**config.mk**
```make
export PLATFORM = sky130hd
export DESIGN_NAME = perceptron_eval
export DESIGN_NICKNAME = d
export VERILOG_FILES = /design/src/rtl/perceptron_pkg.sv /design/src/rtl/perceptron_neuron.sv /design/src/rtl/perceptron_eval.sv
export SDC_FILE = /design/constraint.sdc
export NUM_CORES = 1
export LEC_CHECK = 0
export CAP_MARGIN = 20
export CORE_MARGIN = 3
export CORE_UTILIZATION = 25
export CTS_BUF_LIST = sky130_fd_sc_hd__clkbuf_8
export CTS_CLUSTER_SIZE = 12
export DETAILED_ROUTE_END_ITERATION = 12
export GPL_TIMING_DRIVEN = 0
export PLACE_DENSITY = 0.46
export SYNTH_ARGS = -nofsm -noshare
export SYNTH_HDL_FRONTEND = slang
export SYNTH_SLANG_ARGS = --single-unit
```
**constraint.sdc**
```tcl
create_clock -name clk -period 7.7 [get_ports clk]
set_clock_uncertainty 0.15 [all_clocks]
set_input_delay 0.77 -clock clk [delete_from_list [all_inputs] [get_ports clk]]
set_output_delay 0.77 -clock clk [all_outputs]
set_load 0.02 [all_outputs]
```
**src/rtl/perceptron_pkg.sv**
```systemverilog
// Shared definitions for the perceptron evaluation slice: operand widths,
// sample count, index helpers and the evaluation FSM state encoding.
package perceptron_pkg;

  // Default signed width of weights and bias.
  localparam int W = 8;

  // Sum width: bias plus two weights can grow by at most two bits.
  localparam int SUM_W = W + 2;

  // Number of samples in the two-input truth table.
  localparam int N_SAMPLES = 4;

  // Width of the sample index (log2 of N_SAMPLES).
  localparam int IDX_W = 2;

  // Width of the correct-sample counter (must hold 0..N_SAMPLES).
  localparam int CNT_W = 3;

  // Evaluation FSM states.
  typedef enum logic [1:0] {
    ST_IDLE = 2'd0,
    ST_EVAL = 2'd1,
    ST_DONE = 2'd2
  } state_t;

  // True when the index addresses the final sample of the table.
  function automatic logic is_last_idx(input logic [IDX_W-1:0] idx);
    return (idx == IDX_W'(N_SAMPLES - 1));
  endfunction

  // Next value of the correct-sample counter given a match flag.
  function automatic logic [CNT_W-1:0] next_count(input logic [CNT_W-1:0] cnt,
                                                   input logic            hit);
    logic [CNT_W-1:0] res;
    if (hit) begin
      res = cnt + 3'd1;
    end else begin
      res = cnt;
    end
    return res;
  endfunction

endpackage

```
**src/rtl/perceptron_neuron.sv**
```systemverilog
// Two-input perceptron neuron: sum = bias + x0*w0 + x1*w1, y = (sum >= THRESHOLD).
// Purely combinational so the same block can sit in the training datapath.
// All operands are sign-extended by two bits, which makes the sum exact for
// every combination of W-bit inputs (no wrap, no saturation).
module perceptron_neuron #(
  parameter int W         = perceptron_pkg::W,
  parameter int THRESHOLD = 0
) (
  input  logic         x0,
  input  logic         x1,
  input  logic [W-1:0] w0,
  input  logic [W-1:0] w1,
  input  logic [W-1:0] bias,
  output logic [W+1:0] sum,
  output logic         y
);

  logic [W+1:0]        bias_ext_s;
  logic [W+1:0]        term0_s;
  logic [W+1:0]        term1_s;
  logic signed [31:0]  sum_ext_s;

  // Sign-extend the operands and gate each weight by its input bit.
  always_comb begin
    bias_ext_s = {{2{bias[W-1]}}, bias};
    if (x0) begin
      term0_s = {{2{w0[W-1]}}, w0};
    end else begin
      term0_s = {(W+2){1'b0}};
    end
    if (x1) begin
      term1_s = {{2{w1[W-1]}}, w1};
    end else begin
      term1_s = {(W+2){1'b0}};
    end
  end

  // Exact weighted sum and signed threshold compare (done at 32 bits so any
  // integer THRESHOLD compares correctly against the narrower sum).
  always_comb begin
    sum       = bias_ext_s + term0_s + term1_s;
    sum_ext_s = {{(32-W-2){sum[W+1]}}, sum};
    y         = (sum_ext_s >= THRESHOLD);
  end

endmodule

```
**src/rtl/perceptron_eval.sv**
```systemverilog
// Perceptron truth-table evaluator. On an accepted start it latches the
// weights, bias and expected outputs, walks the four input combinations
// (x0 = idx[0], x1 = idx[1]) one per cycle through perceptron_neuron, and
// reports the per-sample outputs, the number that matched the targets and
// an all-correct flag. Results hold until the next accepted start.
module perceptron_eval #(
  parameter int W         = perceptron_pkg::W,
  parameter int THRESHOLD = 0
) (
  input  logic         clk,
  input  logic         rst,
  input  logic         start,
  input  logic [W-1:0] w0,
  input  logic [W-1:0] w1,
  input  logic [W-1:0] bias,
  input  logic [3:0]   targets,
  output logic         busy,
  output logic         done,
  output logic [3:0]   y_vec,
  output logic [2:0]   n_correct,
  output logic         all_correct
);

  import perceptron_pkg::*;

  // Sum width derived from this instance's weight width.
  localparam int SUM_W_L = W + 2;

  // FSM and sample index.
  state_t             state_r;
  logic [IDX_W-1:0]   idx_r;

  // Operands captured when start is accepted; inputs are ignored afterwards.
  logic [W-1:0]       w0_r;
  logic [W-1:0]       w1_r;
  logic [W-1:0]       bias_r;
  logic [3:0]         targets_r;

  // Result and status registers.
  logic [3:0]         y_vec_r;
  logic [CNT_W-1:0]   n_correct_r;
  logic               busy_r;
  logic               done_r;

  // Neuron interface for the sample currently being evaluated.
  logic               x0_s;
  logic               x1_s;
  logic               y_s;
  logic               hit_s;
  logic               last_s;
  // The exact sum is only needed inside the neuron for the compare; it is
  // kept on a named net so it can be observed, but no logic here consumes it.
  logic [SUM_W_L-1:0] sum_unused_s;

  assign x0_s   = idx_r[0];
  assign x1_s   = idx_r[1];
  assign hit_s  = (y_s == targets_r[idx_r]);
  assign last_s = is_last_idx(idx_r);

  perceptron_neuron #(
    .W         (W),
    .THRESHOLD (THRESHOLD)
  ) u_neuron (
    .x0   (x0_s),
    .x1   (x1_s),
    .w0   (w0_r),
    .w1   (w1_r),
    .bias (bias_r),
    .sum  (sum_unused_s),
    .y    (y_s)
  );

  // Evaluation FSM: accept start in IDLE, four EVAL cycles, one DONE cycle.
  always_ff @(posedge clk or posedge rst) begin
    if (rst) begin
      state_r     <= ST_IDLE;
      idx_r       <= {IDX_W{1'b0}};
      w0_r        <= {W{1'b0}};
      w1_r        <= {W{1'b0}};
      bias_r      <= {W{1'b0}};
      targets_r   <= 4'b0000;
      y_vec_r     <= 4'b0000;
      n_correct_r <= {CNT_W{1'b0}};
      busy_r      <= 1'b0;
      done_r      <= 1'b0;
    end else begin
      case (state_r)
        ST_IDLE: begin
          done_r <= 1'b0;
          if (start) begin
            w0_r        <= w0;
            w1_r        <= w1;
            bias_r      <= bias;
            targets_r   <= targets;
            y_vec_r     <= 4'b0000;
            n_correct_r <= {CNT_W{1'b0}};
            idx_r       <= {IDX_W{1'b0}};
            busy_r      <= 1'b1;
            state_r     <= ST_EVAL;
          end else begin
            busy_r  <= 1'b0;
            state_r <= ST_IDLE;
          end
        end

        ST_EVAL: begin
          y_vec_r[idx_r] <= y_s;
          n_correct_r    <= next_count(n_correct_r, hit_s);
          if (last_s) begin
            idx_r   <= {IDX_W{1'b0}};
            done_r  <= 1'b1;
            state_r <= ST_DONE;
          end else begin
            idx_r   <= idx_r + 2'd1;
            done_r  <= 1'b0;
            state_r <= ST_EVAL;
          end
        end

        ST_DONE: begin
          // Start is deliberately not sampled here: a held start produces
          // one IDLE cycle before the next pass.
          done_r  <= 1'b0;
          busy_r  <= 1'b0;
          state_r <= ST_IDLE;
        end

        default: begin
          idx_r   <= {IDX_W{1'b0}};
          done_r  <= 1'b0;
          busy_r  <= 1'b0;
          state_r <= ST_IDLE;
        end
      endcase
    end
  end

  assign busy        = busy_r;
  assign done        = done_r;
  assign y_vec       = y_vec_r;
  assign n_correct   = n_correct_r;
  assign all_correct = (n_correct_r == 3'd4);

endmodule

```
## Yosys cells after proc, flatten, opt, wreduce, memory -nomap -nowiden

Cells that the tools add are included.
W data, S select, Z words.

| storage, ports and cells | value |
|---|---|
| bits in latches | 0 |
| memory bits (read-only) | 0 |
| memory bits (writable) | 0 |
| bits of input ports | 31 |
| memories kept | 0 |
| register bits | 41 |
| output and inout port bits | 10 |
| logic and storage cells | 54 |

| operators by class | value |
|---|---|
| mux-type cells | 22 |
| magnitude comparators | 3 |
| add/sub/neg operators | 4 |
| div/mod/pow operators | 0 |
| bitwise gates (word level) | 1 |
| equal/unequal tests | 7 |
| reduce and logical (&&, ||, !) cells | 7 |
| shifts and indexed selects | 0 |
| multiply operators | 0 |

Operators by type and width:

| cell | number |
|---|---|
| $add A10 B10 Y10 | 2 |
| $mux W10 | 2 |
| $ge A10 B1 Y1 const B | 1 |
| $pmux W4 S2 | 1 |
| $mux W1 | 6 |
| $mux W2 | 3 |
| $mux W3 | 2 |
| $pmux W2 S3 | 1 |
| $pmux W3 S2 | 1 |
| $reduce_and A2 Y1 | 3 |
| $bwmux W4 | 1 |
| $eq A2 B2 Y1 const B | 2 |
| $mux W4 | 1 |
| $ne A2 B2 Y1 const B | 2 |
| $pmux W2 S2 | 1 |
| $add A3 B1 Y3 const B | 1 |
| $eq A3 B3 Y1 const B | 1 |
| $lt A2 B3 Y1 const B | 1 |
| $reduce_and A3 Y1 | 1 |
| $add A2 B1 Y2 const B | 1 |
| $bmux W1 S2 | 1 |
| $demux W1 S2 | 1 |
| $eq A2 B1 Y1 const B | 1 |
| $ge A2 B1 Y1 const B | 1 |
| 6 further kinds | 6 |

## Logic depth before layout (Yosys ltp)

Gate-level depths: netlist (run 1).

| logic depth | value |
|---|---|
| depth after elaboration | 7 |
| mapped depth | 12 |
| gate-level depth less buffers | 11 |

## By module

From an unflattened synthesis (run 1), not the netlist that was laid out.

| unflattened totals | value |
|---|---|
| cell total of the unflattened synthesis | 184 |
| area, all modules | 2285.9 µm² |

Modules (own cells, without submodules):

| module | seq. area each (µm²) | area an instance (µm²) | cells each | times used |
|---|---|---|---|---|
| perceptron_eval | 1001.0 | 1702.9 | 119 | 1 |
| perceptron_neuron | 0.0 | 583.1 | 65 | 1 |

## Least setup slack after synthesis (run 1)

Ideal clock, no wire load.

| timing path | value |
|---|---|
| kind | register -> register |
| from | register idx_r[1] |
| to | register n_correct_r[1] (netlist: n_correct[1]) |
| period minus slack after synthesis | 2921 ps |
| arrival | 2646 ps |
| setup time | 125 ps |
| data required time | 7425 ps |
| stages on the path, launching flop included | 13 |
| path slack | 4779 ps |
| cell sequence | dfrtp_1 clkbuf_1 nand2_1 fa_1 inv_1 ha_1 inv_1 fa_1 nand3b_1 a21oi_1 o21bai_1 nand3b_4 mux2_4 |

| between the ends | value |
|---|---|
| cells in the longest elaborated chain, start to end | 6 |
| elaborated cells on any way between the ends | 8 |
| classes of those cells | add/sub (1); order compare (1); eq/ne (2); mux (3); reduce/logical (1) |

Ends and longest elaborated chain:

| item | RTL line | RTL |
|---|---|---|
| start, declared | perceptron_eval.sv:31 | `logic [IDX_W-1:0] idx_r;` |
| start signal, assigned | perceptron_eval.sv:77 | `idx_r <= {IDX_W{1'b0}};` |
| start signal, assigned | perceptron_eval.sv:97 | `idx_r <= {IDX_W{1'b0}};` |
| start signal, assigned | perceptron_eval.sv:110 | `idx_r <= {IDX_W{1'b0}};` |
| $mux W10 | perceptron_neuron.sv:31 | `if (x1) begin` |
| $add A10 B10 Y10 | perceptron_neuron.sv:41 | `sum = bias_ext_s + term0_s + term1_s;` |
| $ge A10 B1 Y1 | perceptron_neuron.sv:43 | `y = (sum_ext_s >= THRESHOLD);` |
| $eq A1 B1 Y1 * | perceptron_eval.sv:57 | `assign hit_s = (y_s == targets_r[idx_r]);` |
| $ne A2 B2 Y1 (no line) * | n/a |  |
| $reduce_and A3 Y1 (no line) * | n/a |  |
| end signal, assigned | perceptron_eval.sv:83 | `n_correct_r <= {CNT_W{1'b0}};` |
| end signal, assigned | perceptron_eval.sv:96 | `n_correct_r <= {CNT_W{1'b0}};` |
| end signal, assigned | perceptron_eval.sv:108 | `n_correct_r <= next_count(n_correct_r, hit_s);` |
| end, declared | perceptron_eval.sv:41 | `logic [CNT_W-1:0] n_correct_r;` |

Every way passes the cells marked *; elsewhere a longest branch is shown, timed or not. The select of a mux whose other input is x is not followed.
A chain may end at the register's enable or synchronous reset.

## Worst setup path after layout (run 1)

| timing path | value |
|---|---|
| from | register idx_r[0] |
| to | register n_correct_r[1] (netlist: n_correct[1]) |

| between the ends | value |
|---|---|
| cells in the longest elaborated chain, start to end | 7 |
| elaborated cells on any way between the ends | 9 |
| classes of those cells | add/sub (2); order compare (1); eq/ne (2); mux (3); reduce/logical (1) |

Ends and longest elaborated chain:

| item | RTL line | RTL |
|---|---|---|
| $mux W10 | perceptron_neuron.sv:26 | `if (x0) begin` |
| $add A10 B10 Y10 (2 in series) | perceptron_neuron.sv:41 |  |
| $ge A10 B1 Y1 | perceptron_neuron.sv:43 |  |
| $eq A1 B1 Y1 * | perceptron_eval.sv:57 |  |
| $ne A2 B2 Y1 (no line) * | n/a |  |
| $reduce_and A3 Y1 (no line) * | n/a |  |

Marks and branches as above.

==> reports/results.tsv, run 1 <==
metric	value	unit
syn avg cell area	9.10	sq um
CTS tree	built	
Post-CTS Setup Inserts	0	
vias in the first global route	1662	
GP Congestion	0.735	
cts bufs inserted	5	
Worst-path clk slew	0.08	ns
# setup viols final	0	
drt pass-1 iters	4	
CP Max Fanout	10	
Worst VDD drop	0.0983	mV
Util after Layout	0.343	
CTS root buffer	clkbuf_8	
Via density	4.05	
IO Port Bufs	40	
first-pass GRT wire length	8140	um
syn_nets	292	
Layout Cells excl Fill	393	
CP Data Required Time	7.74	ns
Avg WL per Cell	12.2	um
leakage power	1.43	nW
RSZ-0062 raised after global routing	false	
Fmax achieved	295	MHz
asr flop ratio synth	1.00	
largest net degree at the start of global routing	41	
Starting Density	0.261	
Min Hold Slack	0.326	ns
synthesized cell area	0.00218	sq mm
# diodes	0	
core area	0.00834	sq mm
placed cells	385	
DRC viols	0	
H-tree depth	2	
die width	99.3	um
Hold Crit Class	flip-flop to flip-flop	
Routed WL	4790	um
MaxCap Viol Count	0	
Slew @ Worst Pin	0.566	ns
flop and latch count out of synthesis	41	
Setup TNS	0	ns
Yosys top cell area share	0.472	
critical path capture point type	flip-flop	
post-layout net count	340	
placed inst area	0.00273	sq mm
layout cells sized above 1	0.0556	
Final Hold Viols	0	
routed vias	1590	
# resized after CTS	0	
Place WS	4.30	ns
Clock Latency Late Sink	0.29	ns
status	finished clean	
Ports	41	
site row count	33	
initial antenna violation count	0	
most frequent cells in the layout	nand2_1, dfrtp_1, clkdlybuf4s50_1	
setup ws final	4.31	ns
clock buffer depth	2	
1st-iter DRT viols	59	
Post-DP HPWL	3580	um
minimum clock period	3.39	ns
GRT Overall Usage	0.106	
startpoint type of the worst setup path	flip-flop	
Mapped Cells	239	
dominant synthesized flop cell	dfrtp_1	
largest cells by area after synthesis	dfrtp_1, nand2_1, fa_1	
arrival time at the worst endpoint	3.42	ns
Synthesis Warnings	0	
power density cells	389	mW/mm^2
Final Cycle Share	0.440	
filler instances	898	
Routed Antenna Nets	0	
max_slew headroom	0.622	
commonest non-fill, non-tap cell in the layout	nand2_1	
Post-synth EDFFs	0	
Die Footprint	0.00986	sq mm
cell accounting for the most synthesized area	dfrtp_1	
Sink Count	41	
sequential share of the synthesized area	0.472	
Die Span Y	99.3	um
pins over their slew limit	0	
grt ovf	0	
Post-CTS Hold Buffers	0	
Unique masters post-synth	28	
synthesis-to-layout area growth	31.5	%
overall power	1.11	mW
Crit Path Category	flip-flop to flip-flop	
Design Area, Final	0.00286	sq mm
## cells in the mapped netlist (all sizes together) (2+ instances only)
| cell type | number |
|---|---|
| nor3b | 2 |
| a21oi | 4 |
| inv | 32 |
| fa | 9 |
| nand3 | 5 |
| nand3b | 2 |
| o21ai | 13 |
| nor2 | 3 |
| clkbuf | 7 |
| ha | 13 |
| mux2i | 2 |
| dfrtp | 41 |
| nand2 | 94 |
## per-layer routing
layer / GRT usage / vias up / share of wire
met5: 0 / - / 0
met4: 0.0410 / 0 / 0.019
met3: 0.0210 / 7 / 0.028
met2: 0.170 / 24 / 0.47
met1: 0.140 / 730 / 0.49
li1: - / 829 / -
## worst max-delay path, cell delays in order (launching register included)
cell and delay, ns:
dfrtp_1 0.45, clkbuf_1 0.48, nand2_1 0.13, fa_1 0.44, inv_1 0.06, ha_1 0.13, inv_1 0.04, fa_1 0.36
nand3b_1 0.16, a21oi_1 0.26, o21bai_1 0.19, nand3b_4 0.13, mux2_4 0.29
## where the power goes
part | leakage [nW] | total [mW] | internal (mW) | switching (mW)
logic | 0.846 | 0.540 | 0.231 | 0.309
registers | 0.513 | 0.367 | 0.314 | 0.0524
clock network | 0.0681 | 0.206 | 0.129 | 0.0776
## logic make-up (layout without fill, tap and decap cells)
logic type / Yosys count / in the layout / share of synthesized area
AOI/OAI and AO/OA: 21 / 21 / 0.0575
adders and majority gates: 22 / 22 / 0.158
buffers and inverters: 40 / 89 / 0.0696
DFF: 41 / 41 / 0.472
muxes: 4 / 4 / 0.0264
and+or+nand+nor: 111 / 111 / 0.217
## worst paths after layout
| path | startpoint | end | slack [ns] | cells after the start |
|---|---|---|---|---|
| max | idx_r[0]$_DFFE_PP0P_ | n_correct[1]$_DFFE_PP0P_ | 4.31 | 12 |
| max in group asynchronous | rst | w1_r[2]$_DFFE_PP0P_ | 6.52 | 3 |
| min | w1_r[4]$_DFFE_PP0P_ | w1_r[4]$_DFFE_PP0P_ | 0.33 | 2 |
| min in group asynchronous | rst | done$_DFF_PP0_ | 0.48 | 2 |
| min reg2reg | w1_r[4]$_DFFE_PP0P_ | w1_r[4]$_DFFE_PP0P_ | 0.33 | 2 |
| max reg2reg | idx_r[0]$_DFFE_PP0P_ | n_correct[1]$_DFFE_PP0P_ | 4.31 | 12 |
## state kept, by name (all words and copies together) (netlist names)
signal     flops
bias_r         8
busy           1
done           1
idx_r          2
n_correct      3
state_r        2
targets_r      4
w0_r           8
w1_r           8
y_vec          4
## layout make-up
type                            count  area, sq um  share of cell area
Tap cell                          105          131              0.0459
Inverter                           32          120              0.0420
Clock buffer                        5         68.8              0.0240
Clock inverter                      3         65.1              0.0227
Multi-Input combinational cell    158          998               0.349
Timing Repair Buffer               41          420               0.147
Buffer                              8         31.3              0.0109
Sequential cell                    41         1030               0.359
No activity file was read; power rests on OpenSTA's default activity.
==> inputs of run 2 (changes only) <==
--- a/config.mk
+++ b/config.mk
@@ -12,7 +12,7 @@
 export CTS_CLUSTER_SIZE = 12
 export DETAILED_ROUTE_END_ITERATION = 12
 export GPL_TIMING_DRIVEN = 0
-export PLACE_DENSITY = 0.46
+export PLACE_DENSITY = 0.48
 export SYNTH_ARGS = -nofsm -noshare
 export SYNTH_HDL_FRONTEND = slang
 export SYNTH_SLANG_ARGS = --single-unit
==> constraint.sdc (replaced) <==
create_clock -name clk -period 2.7 [get_ports clk]
set_clock_uncertainty 0.15 [all_clocks]
set_input_delay 0.27 -clock clk [delete_from_list [all_inputs] [get_ports clk]]
set_output_delay 0.27 -clock clk [all_outputs]
set_load 0.02 [all_outputs]
==> reports/results.tsv, run 2 (synthesis results as in run 1) <==
metric	value	unit
most frequent cells in the layout	nand2_1, dfrtp_1, clkdlybuf4s50_1	
R2R Path End	n_correct[1]$_DFFE_PP0P_	
IO Port Bufs	40	
synthesis-to-layout area growth	37.5	%
Crit Path Category	flip-flop to flip-flop	
Worst-path clk slew	0.08	ns
biggest regs	bias_r x8, w0_r x8, w1_r x8	
H-tree depth	2	
power density cells	1120	mW/mm^2
# setup viols final	2	
Worst VDD drop	0.326	mV
CP Max Fanout	5	
Clock Latency Late Sink	0.29	ns
filler instances	893	
critical hold path startpoint	w0_r[7]$_DFFE_PP0P_	
internal power	2.00	mW
Via density	4.05	
Die Span Y	99.3	um
pins over their slew limit	0	
CTS tree	built	
arrival time at the worst endpoint	2.87	ns
initial antenna violation count	0	
worst reg2reg startpoint	idx_r[1]$_DFFE_PP0P_	
failing checks	negative setup slack	
max_slew headroom	0.654	
# diodes	0	
DRC viols	0	
Register-to-Register Path Depth	11	
core area	0.00834	sq mm
sequential group share of total power	0.314	
CP Data Required Time	2.73	ns
routed vias	1630	
Avg WL per Cell	12.1	um
Final Cycle Share	1.05	
Ports	41	
drt pass-1 iters	4	
post-layout net count	349	
Hold Crit Class	flip-flop to flip-flop	
1st-iter DRT viols	87	
clock share of power	0.133	
Post-DP HPWL	3500	um
layout cells sized above 1	0.135	
CTS root buffer	clkbuf_8	
die width	99.3	um
MaxCap Viol Count	0	
Sink Count	41	
minimum clock period	2.84	ns
RSZ-0062 raised after global routing	true	
site row count	33	
grt ovf	0	
Place WS	-0.327	ns
status	complete, but fails checks	
commonest non-fill, non-tap cell in the layout	nand2_1	
first-pass GRT wire length	8510	um
Routed WL	4860	um
Final Hold Viols	0	
Sw Share	0.406	
leakage power	1.49	nW
vias in the first global route	1727	
GRT Overall Usage	0.109	
setup ws final	-0.142	ns
cts bufs inserted	5	
R2R Setup Slk	-0.14	ns
hold endpoint	w0_r[7]$_DFFE_PP0P_	
Logic pwr share	0.553	
startpoint type of the worst setup path	flip-flop	
Setup TNS	-0.208	ns
Die Footprint	0.00986	sq mm
Layout Cells excl Fill	402	
clock buffer depth	2	
Starting Density	0.261	
GP Congestion	0.742	
Routed Antenna Nets	0	
Slew @ Worst Pin	0.519	ns
Psw	1.36	mW
Fmax achieved	352	MHz
largest net degree at the start of global routing	41	
WHS Path Cells	2	
placed cells	385	
critical path capture point type	flip-flop	
run 2: worst max-delay path: stages, from the launching register on:
cell and delay, ns:
dfrtp_1 0.40, buf_8 0.13, nand2_1 0.07, fa_1 0.50
inv_1 0.06, ha_1 0.32, nor3b_4 0.19, o32ai_2 0.10
buf_4 0.16, nor3b_2 0.19, nand3b_4 0.18, mux2_4 0.29
run 2: layout make-up:
cell class	count	area, sq um	share of cell area
multi-input combinational	158	1070	0.357
clock buffer	7	96.3	0.0322
tap	105	131	0.0439
buffer	7	38.8	0.0130
inverter	32	120	0.0402
timing repair buffer	51	505	0.169
sequential	41	1030	0.343
clock inverter	1	5.00	0.00167
run 2: power groups by stage:
stage          clock network, mW  registers (mW)  logic [mW]
2_1_floorplan                  0            1.09        1.10
3_3_place_gp                   0            1.06        1.57
3_5_place_dp                   0            1.07        1.59
4_1_cts                    0.466            1.06        1.69
5_1_grt                    0.496            1.09        2.13
6_report                   0.446            1.06        1.86
run 2: how the worst max path moves through the flow:
| stage | from | end |
|---|---|---|
| finish | idx_r[1]$_DFFE_PP0P_ | n_correct[1]$_DFFE_PP0P_ |
| global route | idx_r[1]$_DFFE_PP0P_ | n_correct[1]$_DFFE_PP0P_ |
| CTS | idx_r[1]$_DFFE_PP0P_ | n_correct[1]$_DFFE_PP0P_ |
| detailed placement | idx_r[1]$_DFFE_PP0P_ | n_correct[1]$_DFFE_PP0P_ |
| global placement | idx_r[1]$_DFFE_PP0P_ | n_correct[1]$_DFFE_PP0P_ |
| floorplan | idx_r[0]$_DFFE_PP0P_ | n_correct[1]$_DFFE_PP0P_ |
run 2: per-layer routing:
layer	vias up	GRT usage	part of all wire
met5	-	0	0
met4	0	0.0410	0.018
met3	6	0.0245	0.032
met2	27	0.168	0.48
met1	747	0.150	0.47
li1	850	-	-
run 2: timing repair:
action                                  in CTS  in global routing
hold buffers                                 1                  0
pin swaps                                    3                  4
endpoints found under the setup margin       6                  7
gates resized for setup                      6                 16
setup buffers                                5                  4
endpoints found under the hold margin        1                  0
run 2: stage by stage:
step	cell area (sq um)	hold slack, ns	utilization	power (mW)
finish	2990	0.329	0.359	3.36
global route	2990	0.344	0.359	3.71
CTS	2910	0.332	0.348	3.21
detailed placement	2750	0.310	0.330	2.65
global placement	2730	0.309	0.327	2.63
floorplan	2200	0.225	-	2.20
